[config.mk]
export PLATFORM = sky130hd
export DESIGN_NAME = add_round_key_stream
export DESIGN_NICKNAME = d
export VERILOG_FILES = /design/src/rtl/aes_pkg.sv /design/src/rtl/ark_key_store.sv /design/src/rtl/add_round_key_stream.sv
export SDC_FILE = /design/constraint.sdc
export NUM_CORES = 2
export LEC_CHECK = 0
export CORE_ASPECT_RATIO = 1.4
export CORE_MARGIN = 4
export CORE_UTILIZATION = 39
export DETAILED_ROUTE_END_ITERATION = 10
export PLACE_DENSITY = 0.64
export RECOVER_POWER = 25
export SYNTH_ARGS = -nofsm -noshare
export SYNTH_HDL_FRONTEND = slang
export SYNTH_HIERARCHICAL = 1
export SYNTH_SLANG_ARGS = --single-unit
[constraint.sdc]
create_clock -name clk -period 2.85 [get_ports clk]
set_input_delay 0.285 -clock clk [delete_from_list [all_inputs] [get_ports clk]]
set_output_delay 0.285 -clock clk [all_outputs]
set_load 0.02 [all_outputs]
[src/rtl/aes_pkg.sv]
// Shared AES datapath constants and types used by the AddRoundKey stream engine.
package aes_pkg;

  localparam int AES_WORD_W = 32;
  localparam int AES_NB     = 4;
  localparam int AES_NR_MAX = 14;
  localparam int AES_RND_W  = $clog2(AES_NR_MAX + 1);

  typedef enum logic {
    ARK_IDLE = 1'b0,
    ARK_BUSY = 1'b1
  } ark_state_e;

  // Index width that stays legal when a dimension collapses to a single entry.
  function automatic int idx_w(input int n);
    return (n > 1) ? $clog2(n) : 1;
  endfunction

endpackage

[src/rtl/ark_key_store.sv]
// Expanded key schedule: NUM_ROUNDS x NUM_WORDS register file, one write port,
// one combinational read port that returns the pre-write value on a collision.
module ark_key_store
  import aes_pkg::*;
#(
  parameter int WORD_W     = AES_WORD_W,
  parameter int NUM_WORDS  = AES_NB,
  parameter int NUM_ROUNDS = AES_NR_MAX + 1,
  parameter int RND_W      = AES_RND_W,
  localparam int IDX_W     = idx_w(NUM_WORDS)
) (
  input  logic              clk,
  input  logic              rst,
  input  logic              wr_en,
  input  logic [RND_W-1:0]  wr_round,
  input  logic [IDX_W-1:0]  wr_word,
  input  logic [WORD_W-1:0] wr_data,
  input  logic [RND_W-1:0]  rd_round,
  input  logic [IDX_W-1:0]  rd_word,
  output logic [WORD_W-1:0] rd_data
);

  logic [WORD_W-1:0] mem [NUM_ROUNDS][NUM_WORDS];

  function automatic logic in_range(input logic [RND_W-1:0] r, input logic [IDX_W-1:0] w);
    return (int'(r) < NUM_ROUNDS) && (int'(w) < NUM_WORDS);
  endfunction

  always_ff @(posedge clk) begin
    if (rst) begin
      for (int r = 0; r < NUM_ROUNDS; r++) begin
        for (int w = 0; w < NUM_WORDS; w++) begin
          mem[r][w] <= '0;
        end
      end
    end else if (wr_en && in_range(wr_round, wr_word)) begin
      mem[wr_round][wr_word] <= wr_data;
    end
  end

  // Out-of-range reads return zero so the caller never indexes past the array.
  always_comb begin
    rd_data = '0;
    if (in_range(rd_round, rd_word)) begin
      rd_data = mem[rd_round][rd_word];
    end
  end

endmodule

[src/rtl/add_round_key_stream.sv]
// Streaming AddRoundKey: XORs each state word with the matching round-key word
// and presents it through a single registered valid/ready output stage.
module add_round_key_stream
  import aes_pkg::*;
#(
  parameter int WORD_W     = AES_WORD_W,
  parameter int NUM_WORDS  = AES_NB,
  parameter int NUM_ROUNDS = AES_NR_MAX + 1,
  parameter int RND_W      = AES_RND_W,
  parameter int CNT_W      = 16,
  localparam int IDX_W     = idx_w(NUM_WORDS)
) (
  input  logic              clk,
  input  logic              rst,
  input  logic              key_wr_en,
  input  logic [RND_W-1:0]  key_wr_round,
  input  logic [IDX_W-1:0]  key_wr_word,
  input  logic [WORD_W-1:0] key_wr_data,
  input  logic              in_valid,
  output logic              in_ready,
  input  logic [WORD_W-1:0] in_data,
  input  logic [RND_W-1:0]  in_round,
  output logic              out_valid,
  input  logic              out_ready,
  output logic [WORD_W-1:0] out_data,
  output logic [IDX_W-1:0]  out_word_idx,
  output logic              out_last,
  output logic              out_err,
  output logic [CNT_W-1:0]  blocks_done
);

  ark_state_e        state_q, state_d;
  logic [IDX_W-1:0]  cnt_q, cnt_d;
  logic [RND_W-1:0]  rnd_q, rnd_d;

  logic              accept;
  logic              last_word;
  logic [RND_W-1:0]  rnd_cur;
  logic              rnd_err;
  logic [WORD_W-1:0] key_rd;
  logic [WORD_W-1:0] key_eff;

  logic              vld_p1;
  logic [WORD_W-1:0] data_p1;
  logic [IDX_W-1:0]  idx_p1;
  logic              last_p1;
  logic              err_p1;
  logic [CNT_W-1:0]  done_q;

  assign in_ready  = !vld_p1 || out_ready;
  assign accept    = in_valid && in_ready;
  assign last_word = (cnt_q == IDX_W'(NUM_WORDS - 1));

  // Word 0 of a block takes its round straight from the input; later words use the latch.
  assign rnd_cur = (state_q == ARK_IDLE) ? in_round : rnd_q;
  assign rnd_err = (int'(rnd_cur) >= NUM_ROUNDS);
  assign key_eff = rnd_err ? '0 : key_rd;

  ark_key_store #(
    .WORD_W     (WORD_W),
    .NUM_WORDS  (NUM_WORDS),
    .NUM_ROUNDS (NUM_ROUNDS),
    .RND_W      (RND_W)
  ) u_key_store (
    .clk      (clk),
    .rst      (rst),
    .wr_en    (key_wr_en),
    .wr_round (key_wr_round),
    .wr_word  (key_wr_word),
    .wr_data  (key_wr_data),
    .rd_round (rnd_cur),
    .rd_word  (cnt_q),
    .rd_data  (key_rd)
  );

  always_ff @(posedge clk) begin
    if (rst) begin
      state_q <= ARK_IDLE;
      cnt_q   <= '0;
      rnd_q   <= '0;
    end else begin
      state_q <= state_d;
      cnt_q   <= cnt_d;
      rnd_q   <= rnd_d;
    end
  end

  always_comb begin
    state_d = state_q;
    cnt_d   = cnt_q;
    rnd_d   = rnd_q;
    if (accept) begin
      if (state_q == ARK_IDLE) begin
        rnd_d = in_round;
      end
      if (last_word) begin
        cnt_d   = '0;
        state_d = ARK_IDLE;
      end else begin
        cnt_d   = cnt_q + IDX_W'(1);
        state_d = ARK_BUSY;
      end
    end
  end

  // Stage p1: output register, held while the consumer stalls
  always_ff @(posedge clk) begin
    if (rst) begin
      vld_p1  <= 1'b0;
      data_p1 <= '0;
      idx_p1  <= '0;
      last_p1 <= 1'b0;
      err_p1  <= 1'b0;
      done_q  <= '0;
    end else begin
      if (accept) begin
        vld_p1  <= 1'b1;
        data_p1 <= in_data ^ key_eff;
        idx_p1  <= cnt_q;
        last_p1 <= last_word;
        err_p1  <= rnd_err;
      end else if (out_ready) begin
        vld_p1  <= 1'b0;
      end
      if (vld_p1 && out_ready && last_p1) begin
        done_q <= done_q + CNT_W'(1);
      end
    end
  end

  assign out_valid    = vld_p1;
  assign out_data     = data_p1;
  assign out_word_idx = idx_p1;
  assign out_last     = last_p1;
  assign out_err      = err_p1;
  assign blocks_done  = done_q;

endmodule

After elaboration in Yosys (flattened, before gate mapping) --
Memory sizes are Yosys's and may differ from the RTL's. Index checks and enable logic that the tools add are counted.
Storage, ports and cells: flip-flop bits (word level) 60, bits in latches 0, memory bits (writable) 1920, memory bits (read-only) 0, input bits 79, output and inout bits 54, logic and storage cells 51, memories 1
Operators by class: add/sub/neg operators 2, multiply operators 0, divide/modulo/power cells 0, order comparisons 6, equality and inequality tests 1, shift operators 0, muxes and demuxes 20, bitwise logic cells 3, reduce and logical (&&, ||, !) cells 9
Memories:
- u_key_store.mem | depth 15, bits a word 128, rd ports 1, clocked after Yosys merged registers in 0, wr ports 15, line ark_key_store.sv:23 | logic [WORD_W-1:0] mem [NUM_ROUNDS][NUM_WORDS];
Operators by type and width (count):
- $mux 128 | 3
- $mux 32 | 5
- $reduce_or 128->1 | 1
- $bmux 32 s2 | 1
- $demux 32 s2 | 1
- $xor 32x32->32 | 1
- $add 16x1->16 const B | 1
- $lt 4x4->1 const B | 2
- $mux 4 | 2
- $mux 1 | 7
- $ge 3x3->1 const B | 2
- $not 2->3 | 2
- $logic_and 1x1->1 | 5
- $ge 4x4->1 const B | 1
- $lt 3x1->1 const B | 1
- $add 2x1->2 const B | 1
- $eq 2x2->1 const B | 1
- $mux 2 | 1
- $reduce_bool 2->1 | 1
- $logic_not 1->1 | 1
- $logic_or 1x1->1 | 1

Longest topological paths before layout --
depth in word-level cells 8, gate-level depth with buffers 14, gate-level depth less buffers 10

By module --
Netlist, hierarchy kept.
Modules (own cells, without submodules):
- ark_key_store | times used 1, cells an instance 5799, area each 92361.1 um^2, sequential area each 61499.0 um^2
- add_round_key_stream | times used 1, cells an instance 366, area each 3014.1 um^2, sequential area each 1201.2 um^2

Worst setup path before layout --
Ideal clock, no wire load.
kind register to register, start point register state_q, end point register data_p1[7], in the netlist out_data[7], setup time 0.091 ns, arrival time 2.859 ns, required time 2.759 ns, path slack -0.100 ns, stages on the path, launching flop included 12, path buffers 3, period minus slack after synthesis 2.950 ns, path through dfxtp_1 -> mux2_2 -> buf_2 -> buf_6 -> buf_4 -> mux4_2 -> o22ai_1 -> a2111oi_0 -> a22o_1 -> inv_1 -> or4_1 -> a311oi_1
Between the ends: cells in the longest elaborated chain, start to end 8, elaborated cells on any way between the ends 10, classes of those cells order compare (2); mux (6); bitwise (1); memory (1)
Ends and longest elaborated chain:
- from (decl) | line add_round_key_stream.sv:32 | ark_state_e state_q, state_d;
- from (signal assigned) | line add_round_key_stream.sv:82 | state_q <= state_d;
- $mux 4 *
- named net rnd_cur[0] | line add_round_key_stream.sv:38 | logic [RND_W-1:0] rnd_cur;
- $mem_v2 15x128
- $bmux 32 s2 | line ark_key_store.sv:45 | rd_data = mem[rd_round][rd_word];
- $mux 32 (not written as such) (2 in a row) | line ark_key_store.sv:45
- $mux 32 * | line ark_key_store.sv:44 | if (in_range(rd_round, rd_word)) begin
- named net key_rd[7] | line add_round_key_stream.sv:40 | logic [WORD_W-1:0] key_rd;
- $mux 32 * | line add_round_key_stream.sv:57 | assign key_eff = rnd_err ? '0 : key_rd;
- $xor 32x32->32 * | line add_round_key_stream.sv:118 | data_p1 <= in_data ^ key_eff;
- to (signal assigned) | line add_round_key_stream.sv:118
- to (decl) | line add_round_key_stream.sv:44 | logic [WORD_W-1:0] data_p1;
Mark *: on every way through the listed nets, which the timed path passes. The rest lies on a longest branch. The select of a mux whose other input is x is not followed. A chain may end at the register's enable or synchronous reset.

Worst setup path after layout --
start point register state_q, end point register data_p1[21], in the netlist out_data[21]
The elaborated chain is that of the path after synthesis.

==> results.py <==
metrics = {
    "yosys": {
        "post_synthesis_xor_xnor_area_fraction": 0.000826,
        "post_synthesis_share_of_cell_area_spent_on_full_adders_half_adders_and_majority_gates": 0.000262,
        "number_of_warnings_reported_in_the_yosys_synthesis_log": 6,
        "simple_logic_cell_fraction_of_the_synthesized_area": 0.144,
        "mappedNetlistArea_um2": 95400,
        "yosys_register_bits": 2108,
        "ys_dominant_reg_cell": "sky130_fd_sc_hd__edfxtp_1",
        "async_s_r_ff_share_synth": 0,
        "distinct_cell_type_count_after_synthesis": 57,
        "synth_enable_flop_cells": 2048,
        "mux_share_of_post_synthesis_cell_area": 0.134,
        "synth-compound-area-share": 0.0334,
        "synth_area_per_cell_um2": 15.5,
        "synth_largest_area_cell": "sky130_fd_sc_hd__edfxtp_1",
        "synthCells": 6165,
        "synthDominantCellAreaShare": 0.645,
        "synth_top_family_by_area": "simple AND/OR/NAND/NOR gates",
        "post_synth_main_area_contributors": "sky130_fd_sc_hd__edfxtp_1 64%, sky130_fd_sc_hd__and2_1 13%, sky130_fd_sc_hd__mux4_2 11%, sky130_fd_sc_hd__mux2i_1 2.7%, sky130_fd_sc_hd__clkbuf_1 1.6%",
        "synth.yosys.seq_area_share": 0.657,
    },
    "global_route": {
        "grt_antenna_before_repair": 18,
        "grt_max_degree": 123,
        "first_global_vias": 57700,
        "overflow": 0,
        "grt_usage": 0.234,
        "grt_first_pass_wirelength_um": 425000,
    },
    "clocking": {
        "path_clk_slew_ps": 60,
        "cts_made_buffers": 195,
        "cts_tree": "built",
        "clock-sinks": 2108,
        "cts-htree-levels": 4,
        "worst_skew_pair.late_latency_ps": 880,
        "ctsLongestPathBuffers": 4,
        "root_buffer": "sky130_fd_sc_hd__clkbuf_16",
    },
    "placed_design": {
        "placed_cell_count": 9803,
        "post_dp_cell_area_um2": 107000,
        "port-buffer-count": 132,
        "detailedPlace.worstSlack_ps": -1770,
        "sum_of_net_half_perimeters_after_detailed_placement_um": 197000,
        "place_congestion": 0.941,
    },
    "die": {
        "ios": 133,
        "fp.dieArea_um2": 253000,
        "initial_core_util": 0.392,
        "placeableCoreArea_um2": 243000,
        "die_x_um": 426,
        "die_h_um": 593,
        "row_count": 214,
    },
    "sta": {
        "timing.final.setup_violations": 91,
        "setup_repair_after_global_routing_missed_its_margin": "yes",
        "worst_hold_slack_ps": 64.4,
        "finClkSkew_ps": 75.6,
        "fin_tns_setup_ps": -25540,
        "timing.final.hold_violations": 0,
        "final_cycle_share": 1.24,
        "worstMarginPinSlew_ps": 2320,
        "timing.fmax_mhz": 284,
        "max_slew_margin": -0.547,
        "minimum_period_implied_by_the_final_worst_setup_slack_ps": 3520,
        "final_max_slew_viol_count": 1329,
        "final_worst_slack_ps": -674,
    },
    "final_layout": {
        "design.final.nets": 6960,
        "stdcell_area_um2": 115000,
        "share_of_final_layout_standard_cells_stronger_than_drive_strength_1": 0.254,
        "post_layout_nonfiller_instances": 10300,
        "layout-area-overhead-vs-synth_pct": 20.8,
        "fillers": 20800,
        "final_util": 0.474,
        "layout.cells.most_common": "sky130_fd_sc_hd__edfxtp_1",
        "layout_common_cells": "2048 x sky130_fd_sc_hd__edfxtp_1, 1615 x sky130_fd_sc_hd__and2_1, 449 x sky130_fd_sc_hd__mux4_2",
    },
    "pwr": {
        "report.power.total_mw": 72.2,
        "power.density_nw_per_um2": 626,
        "static-leakage-power_nw": 40.4,
        "peakVddDrop_v": 0.000478,
    },
    "outcome": {
        "status": "finished with violations",
        "violated_checks": "capacitance limit, slew limit, setup timing",
    },
    "setup_path": {
        "cells_traversed_along_the_worst_timing_path": "mux2_8 -> buf_12 -> buf_16 -> mux4_2 -> mux2i_4 -> o211ai_1 -> buf_4 -> a22o_1 -> inv_2 -> or4_4 -> a311oi_1",
        "timing.critical_path.slowest_stage_cell": "sky130_fd_sc_hd__o211ai_1",
        "criticalPathCategory": "reg2reg",
        "worst_ep_arrival_time_ps": 4300,
        "cp_slowest_stage_delay_ps": 520,
        "crit_path_max_fanout": 8,
        "critical_path.n_buffers_inverters": 4,
        "critical_path_required_ps": 3620,
        "critical_path.top_delay_family": "multiplexers",
        "worstSetupStartpointType": "flop",
        "setup.worst_path.end_class": "flop",
    },
    "detailed_routing": {
        "post-route-drc-count": 0,
        "drt_first_pass_iters": 6,
        "initialDrtViolationCount": 6128,
        "wirelength_um": 303000,
        "antenna_violating_nets_left": 0,
        "routedWlPerCell_um": 29.4,
        "route.vias.total": 57400,
        "vias_per_inst": 5.58,
    },
    "min_path": {
        "worst_hold_path_type": "in2reg",
    },
    "job": {
        "maxcap_viol_count": 32,
    },
}
-- cells in the mapped netlist, types with 55 or more instances --
master,number
sky130_fd_sc_hd__o21ai_0,55
sky130_fd_sc_hd__dfxtp_1,60
sky130_fd_sc_hd__a211oi_1,62
sky130_fd_sc_hd__mux2i_1,254
sky130_fd_sc_hd__clkbuf_1,418
sky130_fd_sc_hd__o22ai_1,64
sky130_fd_sc_hd__a21oi_1,59
sky130_fd_sc_hd__or2_2,61
sky130_fd_sc_hd__buf_2,84
sky130_fd_sc_hd__nor2_1,86
sky130_fd_sc_hd__edfxtp_1,2048
sky130_fd_sc_hd__and2_1,1924
sky130_fd_sc_hd__mux4_2,449
-- state kept, by name, summed over array words and instances, names as in the netlist --
| signal | count |
|---|---|
| out_last | 1 |
| out_data | 32 |
| blocks_done | 16 |
| cnt_q | 2 |
| u_key_store/mem | 2048 |
| out_valid | 1 |
| out_err | 1 |
| state_q | 1 |
| out_word_idx | 2 |
| rnd_q | 4 |
-- worst reg2reg max path: stages, from the launching register on --
cell and delay [ps]:
sky130_fd_sc_hd__dfxtp_4 410, sky130_fd_sc_hd__mux2_8 480, sky130_fd_sc_hd__buf_12 210, sky130_fd_sc_hd__buf_16 200, sky130_fd_sc_hd__mux4_2 370, sky130_fd_sc_hd__mux2i_4 100
sky130_fd_sc_hd__o211ai_1 520, sky130_fd_sc_hd__buf_4 230, sky130_fd_sc_hd__a22o_1 150, sky130_fd_sc_hd__inv_2 50, sky130_fd_sc_hd__or4_4 490, sky130_fd_sc_hd__a311oi_1 240
-- where the power goes --
group | leakage [nW] | switching [mW] | internal (mW) | total (mW)
combinational | 17.4 | 5.59 | 4.45 | 10.0
clock | 3.00 | 11.5 | 14.6 | 26.0
sequential | 20.0 | 0.522 | 35.6 | 36.1
total | 40.4 | 17.6 | 54.6 | 72.2
-- path summary, 6_finish.rpt --
check / startpoint / to / slack, ps / cells after the start
hold / removal: in_data[15] / out_data[15]$_SDFFE_PP0P_ / 60 / 3
setup reg to reg: state_q$_SDFFE_PP0P_ / out_data[21]$_SDFFE_PP0P_ / -670 / 11
setup / recovery: state_q$_SDFFE_PP0P_ / out_data[21]$_SDFFE_PP0P_ / -670 / 11
hold reg to reg: out_word_idx[0]$_SDFFE_PP0P_ / out_word_idx[0]$_SDFFE_PP0P_ / 470 / 2
-- cells by family after synthesis --
family,Yosys count
buffers and inverters,648
AO/OA/AOI/OAI,455
multiplexers,710
XOR/XNOR,9
adder cells (fa/ha/maj),2
other,1
flip-flops,2108
AND/OR/NAND/NOR,2232
-- per-layer routing --
layer,vias to the layer above,GRT usage,part of all wire
li1,24100,-,-
met1,29800,0.287,0.36
met2,2747,0.394,0.49
met3,714,0.0342,0.080
met4,8,0.141,0.071
met5,-,0,0.00018
-- cell type report --
class | count | area (um^2) | share of cell area
sequential | 2108 | 62700 | 0.544
multi-input combinational | 3537 | 31600 | 0.274
timing repair buffer | 999 | 10600 | 0.0918
clock buffer | 236 | 5140 | 0.0446
tap | 3240 | 4050 | 0.0352
clock inverter | 110 | 1010 | 0.00878
inverter | 38 | 145 | 0.00126
antenna | 7 | 17.5 | 0.000152
-- repair_timing --
action	4_1_cts	5_1_grt
endpoints found under the hold margin	56	0
pin swaps	87	95
hold buffers	18	0
endpoints found under the setup margin	32	32
buffers inserted	49	35
cloned	6	18
resized for setup	249	145
Power figures use the tool's default switching activity.
